**src/rtl/log_afpm_stream_if.sv**
```systemverilog
// Byte-serial handshake bundle for log_afpm_stream: operand input stream, result output stream, status.
interface log_afpm_stream_if;
    logic       in_valid;
    logic       in_ready;
    logic [7:0] in_a;
    logic [7:0] in_b;
    logic       in_mode;
    logic       out_valid;
    logic       out_ready;
    logic [7:0] out_data;
    logic       out_last;
    logic [2:0] out_flags;
    logic       busy;

    modport master (
        output in_valid, in_a, in_b, in_mode, out_ready,
        input  in_ready, out_valid, out_data, out_last, out_flags, busy
    );

    modport slave (
        input  in_valid, in_a, in_b, in_mode, out_ready,
        output in_ready, out_valid, out_data, out_last, out_flags, busy
    );
endinterface

```
**src/rtl/log_afpm_stream.sv**
```systemverilog
// Byte-serial floating-point multiplier: Mitchell log-domain approximation (mode 0)
// or exact iterative shift-add mantissa product (mode 1), with special-value handling.
module log_afpm_stream #(
    parameter int EXP_W = 5,
    parameter int MAN_W = 10,
    parameter int BIAS  = 15
) (
    input logic              clk,
    input logic              rst_n,
    log_afpm_stream_if.slave bus
);
    localparam int W       = 1 + EXP_W + MAN_W;
    localparam int NB      = W / 8;
    localparam int CNT_W   = (NB > 1) ? $clog2(NB) : 1;
    localparam int IT_W    = $clog2(MAN_W + 1);
    localparam int EXP_MAX = (1 << EXP_W) - 1;
    localparam logic [CNT_W-1:0] LAST_BEAT = CNT_W'(NB - 1);
    localparam logic [IT_W-1:0]  LAST_ITER = IT_W'(MAN_W);

    typedef enum logic [2:0] {
        IDLE, COLLECT, CLASSIFY, COMPUTE, PACK, OUTPUT
    } state_t;

    state_t           state_q, state_d;
    logic [W-1:0]     a_q, b_q, result_q;
    logic             mode_q, ce_q, special_q;
    logic [CNT_W-1:0] cnt_q;
    logic [IT_W-1:0]  iter_q;
    logic [MAN_W+1:0] acc_q;
    logic [MAN_W:0]   mb_q;
    logic [MAN_W-1:0] mout_q;
    logic [2:0]       flags_q;

    logic             sign_a, sign_b, sign_r;
    logic [EXP_W-1:0] exp_a, exp_b;
    logic [MAN_W-1:0] man_a, man_b;
    logic             zero_a, zero_b, inf_a, inf_b;
    logic             in_fire, out_fire;
    logic [MAN_W+1:0] mul_sum;
    logic [MAN_W:0]   mitch_sum;
    int               exp_t;
    logic [W-1:0]     pack_res;
    logic [2:0]       pack_flags;

    assign sign_a = a_q[W-1];
    assign sign_b = b_q[W-1];
    assign sign_r = sign_a ^ sign_b;
    assign exp_a  = a_q[W-2 -: EXP_W];
    assign exp_b  = b_q[W-2 -: EXP_W];
    assign man_a  = a_q[MAN_W-1:0];
    assign man_b  = b_q[MAN_W-1:0];
    assign zero_a = (exp_a == '0);
    assign zero_b = (exp_b == '0);
    assign inf_a  = &exp_a;
    assign inf_b  = &exp_b;

    assign in_fire  = bus.in_valid && (state_q == COLLECT);
    assign out_fire = bus.out_ready && (state_q == OUTPUT);

    assign bus.in_ready  = (state_q == COLLECT);
    assign bus.out_valid = (state_q == OUTPUT);
    assign bus.out_data  = (state_q == OUTPUT) ? result_q[{cnt_q, 3'b000} +: 8] : 8'h00;
    assign bus.out_last  = (state_q == OUTPUT) && (cnt_q == LAST_BEAT);
    assign bus.out_flags = (state_q == OUTPUT) ? flags_q : 3'b000;
    assign bus.busy      = (state_q != IDLE) && (state_q != COLLECT);

    // Right-shifting accumulator: bits shifted out never feed back, so the kept
    // upper bits equal P[2*MAN_W+1:MAN_W] after the final (unshifted) step.
    assign mul_sum   = acc_q + (mb_q[0] ? {2'b01, man_a} : '0);
    assign mitch_sum = {1'b0, man_a} + {1'b0, man_b};

    always_comb begin
        exp_t      = int'(exp_a) + int'(exp_b) + int'(ce_q) - BIAS;
        pack_res   = {sign_r, exp_t[EXP_W-1:0], mout_q};
        pack_flags = 3'b000;
        if (exp_t >= EXP_MAX) begin
            pack_res   = {sign_r, {EXP_W{1'b1}}, {MAN_W{1'b0}}};
            pack_flags = 3'b010;
        end else if (exp_t <= 0) begin
            pack_res   = {sign_r, {(W-1){1'b0}}};
            pack_flags = 3'b001;
        end
    end

    always_ff @(posedge clk or negedge rst_n) begin
        if (!rst_n) state_q <= IDLE;
        else        state_q <= state_d;
    end

    always_comb begin
        state_d = state_q;
        case (state_q)
            IDLE:     state_d = COLLECT;
            COLLECT:  if (in_fire && cnt_q == LAST_BEAT) state_d = CLASSIFY;
            CLASSIFY: state_d = (zero_a || zero_b || inf_a || inf_b) ? PACK : COMPUTE;
            COMPUTE:  if (!mode_q || iter_q == LAST_ITER) state_d = PACK;
            PACK:     state_d = OUTPUT;
            OUTPUT:   if (out_fire && cnt_q == LAST_BEAT) state_d = COLLECT;
            default:  state_d = IDLE;
        endcase
    end

    always_ff @(posedge clk or negedge rst_n) begin
        if (!rst_n) begin
            a_q       <= '0;
            b_q       <= '0;
            result_q  <= '0;
            mode_q    <= 1'b0;
            ce_q      <= 1'b0;
            special_q <= 1'b0;
            cnt_q     <= '0;
            iter_q    <= '0;
            acc_q     <= '0;
            mb_q      <= '0;
            mout_q    <= '0;
            flags_q   <= 3'b000;
        end else begin
            case (state_q)
                COLLECT: if (in_fire) begin
                    a_q[{cnt_q, 3'b000} +: 8] <= bus.in_a;
                    b_q[{cnt_q, 3'b000} +: 8] <= bus.in_b;
                    if (cnt_q == '0) mode_q <= bus.in_mode;
                    cnt_q <= (cnt_q == LAST_BEAT) ? '0 : cnt_q + 1'b1;
                end
                CLASSIFY: begin
                    special_q <= zero_a || zero_b || inf_a || inf_b;
                    acc_q     <= '0;
                    mb_q      <= {1'b1, man_b};
                    iter_q    <= '0;
                    flags_q   <= 3'b000;
                    if ((zero_a && inf_b) || (inf_a && zero_b)) begin
                        result_q <= {1'b0, {EXP_W{1'b1}}, 1'b1, {(MAN_W-1){1'b0}}};
                        flags_q  <= 3'b100;
                    end else if (inf_a || inf_b) begin
                        result_q <= {sign_r, {EXP_W{1'b1}}, {MAN_W{1'b0}}};
                    end else if (zero_a || zero_b) begin
                        result_q <= {sign_r, {(W-1){1'b0}}};
                    end
                end
                COMPUTE: begin
                    if (!mode_q) begin
                        {ce_q, mout_q} <= mitch_sum;
                    end else if (iter_q == LAST_ITER) begin
                        ce_q   <= mul_sum[MAN_W+1];
                        mout_q <= mul_sum[MAN_W+1] ? mul_sum[MAN_W:1] : mul_sum[MAN_W-1:0];
                        iter_q <= '0;
                    end else begin
                        acc_q  <= {1'b0, mul_sum[MAN_W+1:1]};
                        mb_q   <= mb_q >> 1;
                        iter_q <= iter_q + 1'b1;
                    end
                end
                PACK: if (!special_q) begin
                    result_q <= pack_res;
                    flags_q  <= pack_flags;
                end
                OUTPUT: if (out_fire) begin
                    if (cnt_q == LAST_BEAT) begin
                        cnt_q   <= '0;
                        flags_q <= 3'b000;
                    end else begin
                        cnt_q <= cnt_q + 1'b1;
                    end
                end
                default: ;
            endcase
        end
    end
endmodule

```
**src/flat_wrapper.sv**
```systemverilog
// flat-port wrapper written by rule: the top's interface ports become plain ports
module log_afpm_stream_flat 
#(
    parameter int EXP_W = 5,
    parameter int MAN_W = 10,
    parameter int BIAS  = 15
)
  (clk, rst_n, bus_in_valid, bus_in_a, bus_in_b, bus_in_mode, bus_out_ready, bus_in_ready, bus_out_valid, bus_out_data, bus_out_last, bus_out_flags, bus_busy);
  log_afpm_stream_if bus_i ();
  input logic clk;
  input logic rst_n;
  input wire logic [$bits(bus_i.in_valid)-1:0] bus_in_valid;
  input wire logic [$bits(bus_i.in_a)-1:0] bus_in_a;
  input wire logic [$bits(bus_i.in_b)-1:0] bus_in_b;
  input wire logic [$bits(bus_i.in_mode)-1:0] bus_in_mode;
  input wire logic [$bits(bus_i.out_ready)-1:0] bus_out_ready;
  output wire logic [$bits(bus_i.in_ready)-1:0] bus_in_ready;
  output wire logic [$bits(bus_i.out_valid)-1:0] bus_out_valid;
  output wire logic [$bits(bus_i.out_data)-1:0] bus_out_data;
  output wire logic [$bits(bus_i.out_last)-1:0] bus_out_last;
  output wire logic [$bits(bus_i.out_flags)-1:0] bus_out_flags;
  output wire logic [$bits(bus_i.busy)-1:0] bus_busy;
  assign bus_i.in_valid = bus_in_valid;
  assign bus_i.in_a = bus_in_a;
  assign bus_i.in_b = bus_in_b;
  assign bus_i.in_mode = bus_in_mode;
  assign bus_i.out_ready = bus_out_ready;
  assign bus_in_ready = bus_i.in_ready;
  assign bus_out_valid = bus_i.out_valid;
  assign bus_out_data = bus_i.out_data;
  assign bus_out_last = bus_i.out_last;
  assign bus_out_flags = bus_i.out_flags;
  assign bus_busy = bus_i.busy;
  log_afpm_stream #(.EXP_W(EXP_W), .MAN_W(MAN_W), .BIAS(BIAS)) u_core (.clk(clk), .rst_n(rst_n), .bus(bus_i));
endmodule
```
**config.mk**
```make
export PLATFORM = sky130hd
export DESIGN_NAME = log_afpm_stream_flat
export DESIGN_NICKNAME = d
export VERILOG_FILES = /design/src/rtl/log_afpm_stream_if.sv /design/src/rtl/log_afpm_stream.sv /design/src/flat_wrapper.sv
export SDC_FILE = /design/constraint.sdc
export NUM_CORES = 1
export LEC_CHECK = 0
export ABC_AREA = 1
export BUFFER_PORTS_ARGS = -buffer_cell sky130_fd_sc_hd__buf_2
export CAP_MARGIN = 20
export CORE_MARGIN = 2
export CORE_UTILIZATION = 29
export CTS_CLUSTER_DIAMETER = 60
export DETAILED_ROUTE_END_ITERATION = 8
export GPL_TIMING_DRIVEN = 0
export PLACE_DENSITY = 0.46
export SETUP_SLACK_MARGIN = 0.02
export SYNTH_ARGS = -nofsm -noshare
export SYNTH_HDL_FRONTEND = slang
export SYNTH_SLANG_ARGS = --single-unit
```
**constraint.sdc**
```tcl
create_clock -name clk -period 2.81 [get_ports clk]
set_input_delay 0.562 -clock clk [delete_from_list [all_inputs] [get_ports clk]]
set_output_delay 0.562 -clock clk [all_outputs]
set_load 0.03 [all_outputs]
```
* Word-level counts from Yosys, hierarchy flattened *
Cells that the tools add are included.

storage, ports and cells
  bits in registers = 95
  input port bits = 21
  output and inout bits = 15
  word-level logic and storage cells = 123

operators by class
  add/sub/neg operators = 8
  magnitude comparators = 2
  equality and inequality tests = 18
  shift-type cells = 4
  multiplexer cells = 42
  bitwise logic cells = 2
  reduce and logical (&&, ||, !) cells = 34

operators by type and width
  operator                count
  $mux 16                 4
  $mux 11                 3
  $add 32x2->32           1
  $bwmux 16               2
  $ge 32x6->1 const B     1
  $le 32x1->1 const B     1
  $pmux 16 s2             1
  $shiftx 8x6->16         2
  $sub 32x5->32 const B   1
  $mux 10                 3
  $mux 15                 2
  $mux 3                  9
  $mux 12                 2
  $pmux 12 s2             1
  $pmux 11 s2             1
  $pmux 3 s6              1
  $shift 8x6->16 const A  1
  $shiftx 16x5->8         1
  $reduce_and 3->1        5
  $ne 2x1->1 const B      7
  $add 12x12->12          1
  $add 10x10->11          1
  $logic_not 5->1         2
  $reduce_and 5->1        2
  other kinds (28)        55

* Longest topological paths before layout *
  word-level depth = 8
  mapped depth = 20
  depth with buffers taken out = 20

* Least setup slack after synthesis *
Ideal clock, no wire load.

  path kind = reg-to-output
  start point = register u_core.state_q[1]
  end point = output port bus_out_data[1]
  arrival = 2.163 ns
  required time = 2.248 ns
  setup slack = 0.085 ns
  stages on the path, launching flop included = 8
  buffers on the path = 0
  path through = dfrtp_1 > nor2_1 > inv_1 > nor2_1 > inv_1 > nor2_1 > inv_1 > o21ai_0

between the ends
  longest elaborated chain between the ends = 2

RTL lines
  item                    line                   source
  from (decl)             log_afpm_stream.sv:24  state_t state_q, state_d;
  from (signal assigned)  log_afpm_stream.sv:87  else state_q <= state_d;
  $eq 3x3->1              log_afpm_stream.sv:62  assign bus.out_data = (state_q == OUTPUT) ? result_q[{cnt_q, 3'b000} +: 8] : 8'h00;
  $mux 8                  log_afpm_stream.sv:62
  to (decl)               flat_wrapper.sv:19     output wire logic [$bits(bus_i.out_data)-1:0] bus_out_data;

Every way passes these cells.

* Worst setup path after layout *
  start point = register u_core.b_q[10]
  end point = register u_core.result_q[7]

between the ends
  longest elaborated chain between the ends = 8
  elaborated cells on any way between the ends = 20
  those cells by class = 3 x add/sub; 2 x order compare; 1 x eq/ne; 6 x mux; 8 x reduce/logical

RTL lines
  item                               line                    source
  from (decl)                        log_afpm_stream.sv:25   logic [W-1:0] a_q, b_q, result_q;
  from (signal, indexed assignment)  log_afpm_stream.sv:121  b_q[{cnt_q, 3'b000} +: 8] <= bus.in_b;
  $add 5x5->6                        log_afpm_stream.sv:73   exp_t = int'(exp_a) + int'(exp_b) + int'(ce_q) - BIAS;
  $add 32x2->32                      log_afpm_stream.sv:73
  $sub 32x5->32                      log_afpm_stream.sv:73
  $le 32x1->1                        log_afpm_stream.sv:79   end else if (exp_t <= 0) begin
  $mux 15                            log_afpm_stream.sv:79
  $mux 15                            log_afpm_stream.sv:76   if (exp_t >= EXP_MAX) begin
  $mux 16                            log_afpm_stream.sv:153  PACK: if (!special_q) begin
  $pmux 16 s2                        log_afpm_stream.sv:118  case (state_q)
  to (signal assigned)               log_afpm_stream.sv:132  result_q <= {1'b0, {EXP_W{1'b1}}, 1'b1, {(MAN_W-1){1'b0}}};
  to (signal assigned)               log_afpm_stream.sv:135  result_q <= {sign_r, {EXP_W{1'b1}}, {MAN_W{1'b0}}};
  to (signal assigned)               log_afpm_stream.sv:154  result_q <= pack_res;
  to (decl)                          log_afpm_stream.sv:25

Parallel ways exist; a longest one is shown, timed or not. The select of a mux whose other input is x is not followed.
A chain may end at the register's enable or synchronous reset.

==> results.md <==
* Synthesized net count at 848
* DP Wirelength at 12.9 mm
* Max-Cap Viols at 0
* Most common cell in the netlist: nand2_1
* Die area at roughly 0.022 sq mm
* Minimum clock period at 2720 ps
* Clk Latency, worst-skew pair at 360 ps
* Final slew viol count at 0
* CP Max Fanout at 5
* First-pass GRT wire length at 27.8 mm
* Post-synth ARST share at 1.00
* Number of buffers created by CTS at 9
* Number of flops mapped to enable cells by yosys at 0
* Htree depth at 3
* VDD IR-drop max at 0.345 mV
* Area grow syn2layout at 17.6%
* Status: complete, no violations
* Crit. End Element: flop
* CP Class: flop to flop
* Tightest Hold Check Type: input pin to async pin
* GR Util All Layers at 0.163
* Final Instance Count excl. Fillers at 1122
* Final Hold Viols at 0
* I/O pin count at 36
* Fillers at 2215
* Synth Register Bits at 94
* Ratio of final minimum period to clock period at 0.966
* Seq/Total Area, Yosys at 0.398
* Count of cell types in the netlist at 38
* DRC viols at 0
* Main synth FF type: dfrtp_1
* # diodes at 0
* Gpl congestion at 0.826
* Finish-stage setup viols at 0
* Largest net degree at the start of global routing at 54
* Total Routed Length at 16.7 mm
* Worst Setup Slack, final at 94.3 ps
* Die H at 147 um
* CP required at 3050 ps
* Final #Nets at between 900 and 1000
* CTS tree: done
* Reg clk slew, reported paths at 70 ps
* Startpoint Class: flop
* Inst Count DP at 1099
* Layout cells sized above 1 at 0.146
* Slew Limit Headroom at 0.464
* Synth Instances at 793
* Yosys top cell area share at 0.398
* Vias at 5179
* Pleak at 0.00353 uW
* DRT Pass-1 Iters at 5
* Slew @ Worst Pin at 800 ps
* Remaining Overflow, GRT at 0
* Avg Inst Size Synth at 7.46 sq um
* Core Area at 0.0201 sq mm
* Yosys warning count at 0
* F_max at approximately 0.37 GHz
* Initial antenna violation count at 0
* Clk_skew at slightly above 10 ps
* Largest cells by area after synthesis: dfrtp_1 40%, nand2_1 12%, inv_1 7.9%, o21ai_0 7.8%, ha_1 6.6%
* DIE WIDTH at 147 um
* Vias in the first global route at 5214
* Port Buf Inserts at 35
* Total power at between 8000 and 9000 uW
* Routed len/inst at around 15 um
* Row cnt at 52
* Post-route ant nets at 0
* Root Buffer: clkbuf_16
* Cell type with the largest total area after synthesis: dfrtp_1
* Clock sink total at 94
* Placed cell area at 0.00646 sq mm
* WP data arrival at 2960 ps
* End-of-flow core utilization at 0.346
* Initial core utilization at 0.294
* RSZ-0062 raised after global routing: true
* Leading cell types by count after synthesis: 186 x nand2_1, 125 x inv_1, 94 x dfrtp_1
* Syn Std Cell Area at a little under 0.006 sq mm
* Vias/cell at 4.62
* Power Density at 1260 mW/mm^2
* Pre-CTS WS at -233 ps
* Initial drt markers at 263
* Max clock buf depth at 2
* Final instance area at 0.00695 sq mm
* Cells on worst reg2reg path at 17
## area by class of cell
class	instances	area [sq um]	share of cell area
clock buffers	10	239	0.0344
well taps	270	338	0.0486
flip-flops and latches	94	2360	0.339
clock inverters	6	92.6	0.0133
inverters	131	497	0.0714
repair buffers	43	260	0.0374
plain buffers	23	95.1	0.0137
multi-input cells	545	3080	0.442
## logic make-up (layout without fill, tap and decap cells)
group,count (synthesis),after routing,share of synthesized area
compound gates,175,175,0.167
simple gates,323,324,0.242
flops,94,94,0.398
buf+inv,155,213,0.100
fa+ha+maj,34,34,0.0757
xor+xnor,12,12,0.0178
## sequential cells by signal, summed over array words and instances (netlist names)
name              count
u_core.state_q        3
u_core.flags_q        3
u_core.b_q           16
u_core.a_q           16
u_core.special_q      1
u_core.mode_q         1
u_core.acc_q         11
u_core.mb_q          11
u_core.result_q      16
u_core.mout_q        10
u_core.iter_q         4
u_core.ce_q           1
u_core.cnt_q          1
## placed cells by master, fill, tap and decap left out, types with 10 or more instances in the layout
cell      instances
nand2_1         185
inv_1           124
dfrtp_1          91
o21ai_0          89
nor2_1           49
nand3_1          47
a21oi_1          42
buf_2            39
ha_1             29
clkbuf_1         16
nand3_2          10
## power by group
part           internal, uW  switching [uW]  leakage (uW)
clock                   813             581      0.000161
combinational          1740            3260       0.00218
sequential             1910             481       0.00119
## per-stage QoR
| step | setup TNS [ps] | hold slack (ps) |
|---|---|---|
| final | 0 | 205 |
| after global routing | -302 | 251 |
| after CTS | 0 | 226 |
| after detailed placement | -3270 | 475 |
| after global placement | -3190 | 469 |
| after floorplan | 0 | 266 |
## routing by layer
| layer | vias to the layer above | global-route usage | part of all wire |
|---|---|---|---|
| li1 | 2666 | - | - |
| met1 | 2423 | 0.230 | 0.50 |
| met2 | 78 | 0.260 | 0.45 |
| met3 | 12 | 0.0320 | 0.038 |
| met4 | 0 | 0.0374 | 0.011 |
| met5 | - | 0 | 0 |
## worst max-delay path, stage by stage, from the launching register on
cell,delay [ps]
dfrtp_2,450
ha_4,180
fa_2,550
nand2_2,70
nor2_4,120
nand3_2,70
nand2_1,70
inv_2,40
ha_4,270
nand3_2,60
nor2_1,90
nand2_1,60
nor2_1,110
nand2_2,120
nand2_4,130
inv_6,60
nand2_8,80
o21ai_2,50
## final timing paths
check / slack [ps] / endpoint / startpoint
min in group clk: 470 / u_core.b_q[10] / bus_in_b[2]
max: 90 / u_core.result_q[7] / u_core.b_q[10]
max reg2reg: 90 / u_core.result_q[7] / u_core.b_q[10]
min: 210 / u_core.flags_q[0] / rst_n
max in group asynchronous: 1910 / u_core.b_q[10] / rst_n
min reg2reg: 490 / u_core.mout_q[5] / u_core.mout_q[5]
## repair_timing
action / CTS / global route
pin swaps: 5 / 16
endpoints found under the setup margin: 17 / 31
hold buffers: 0 / 0
gates resized for setup: 5 / 25
gates cloned: 0 / 1
setup buffers: 3 / 4
Note: power is estimated with default switching activity, not from simulation.
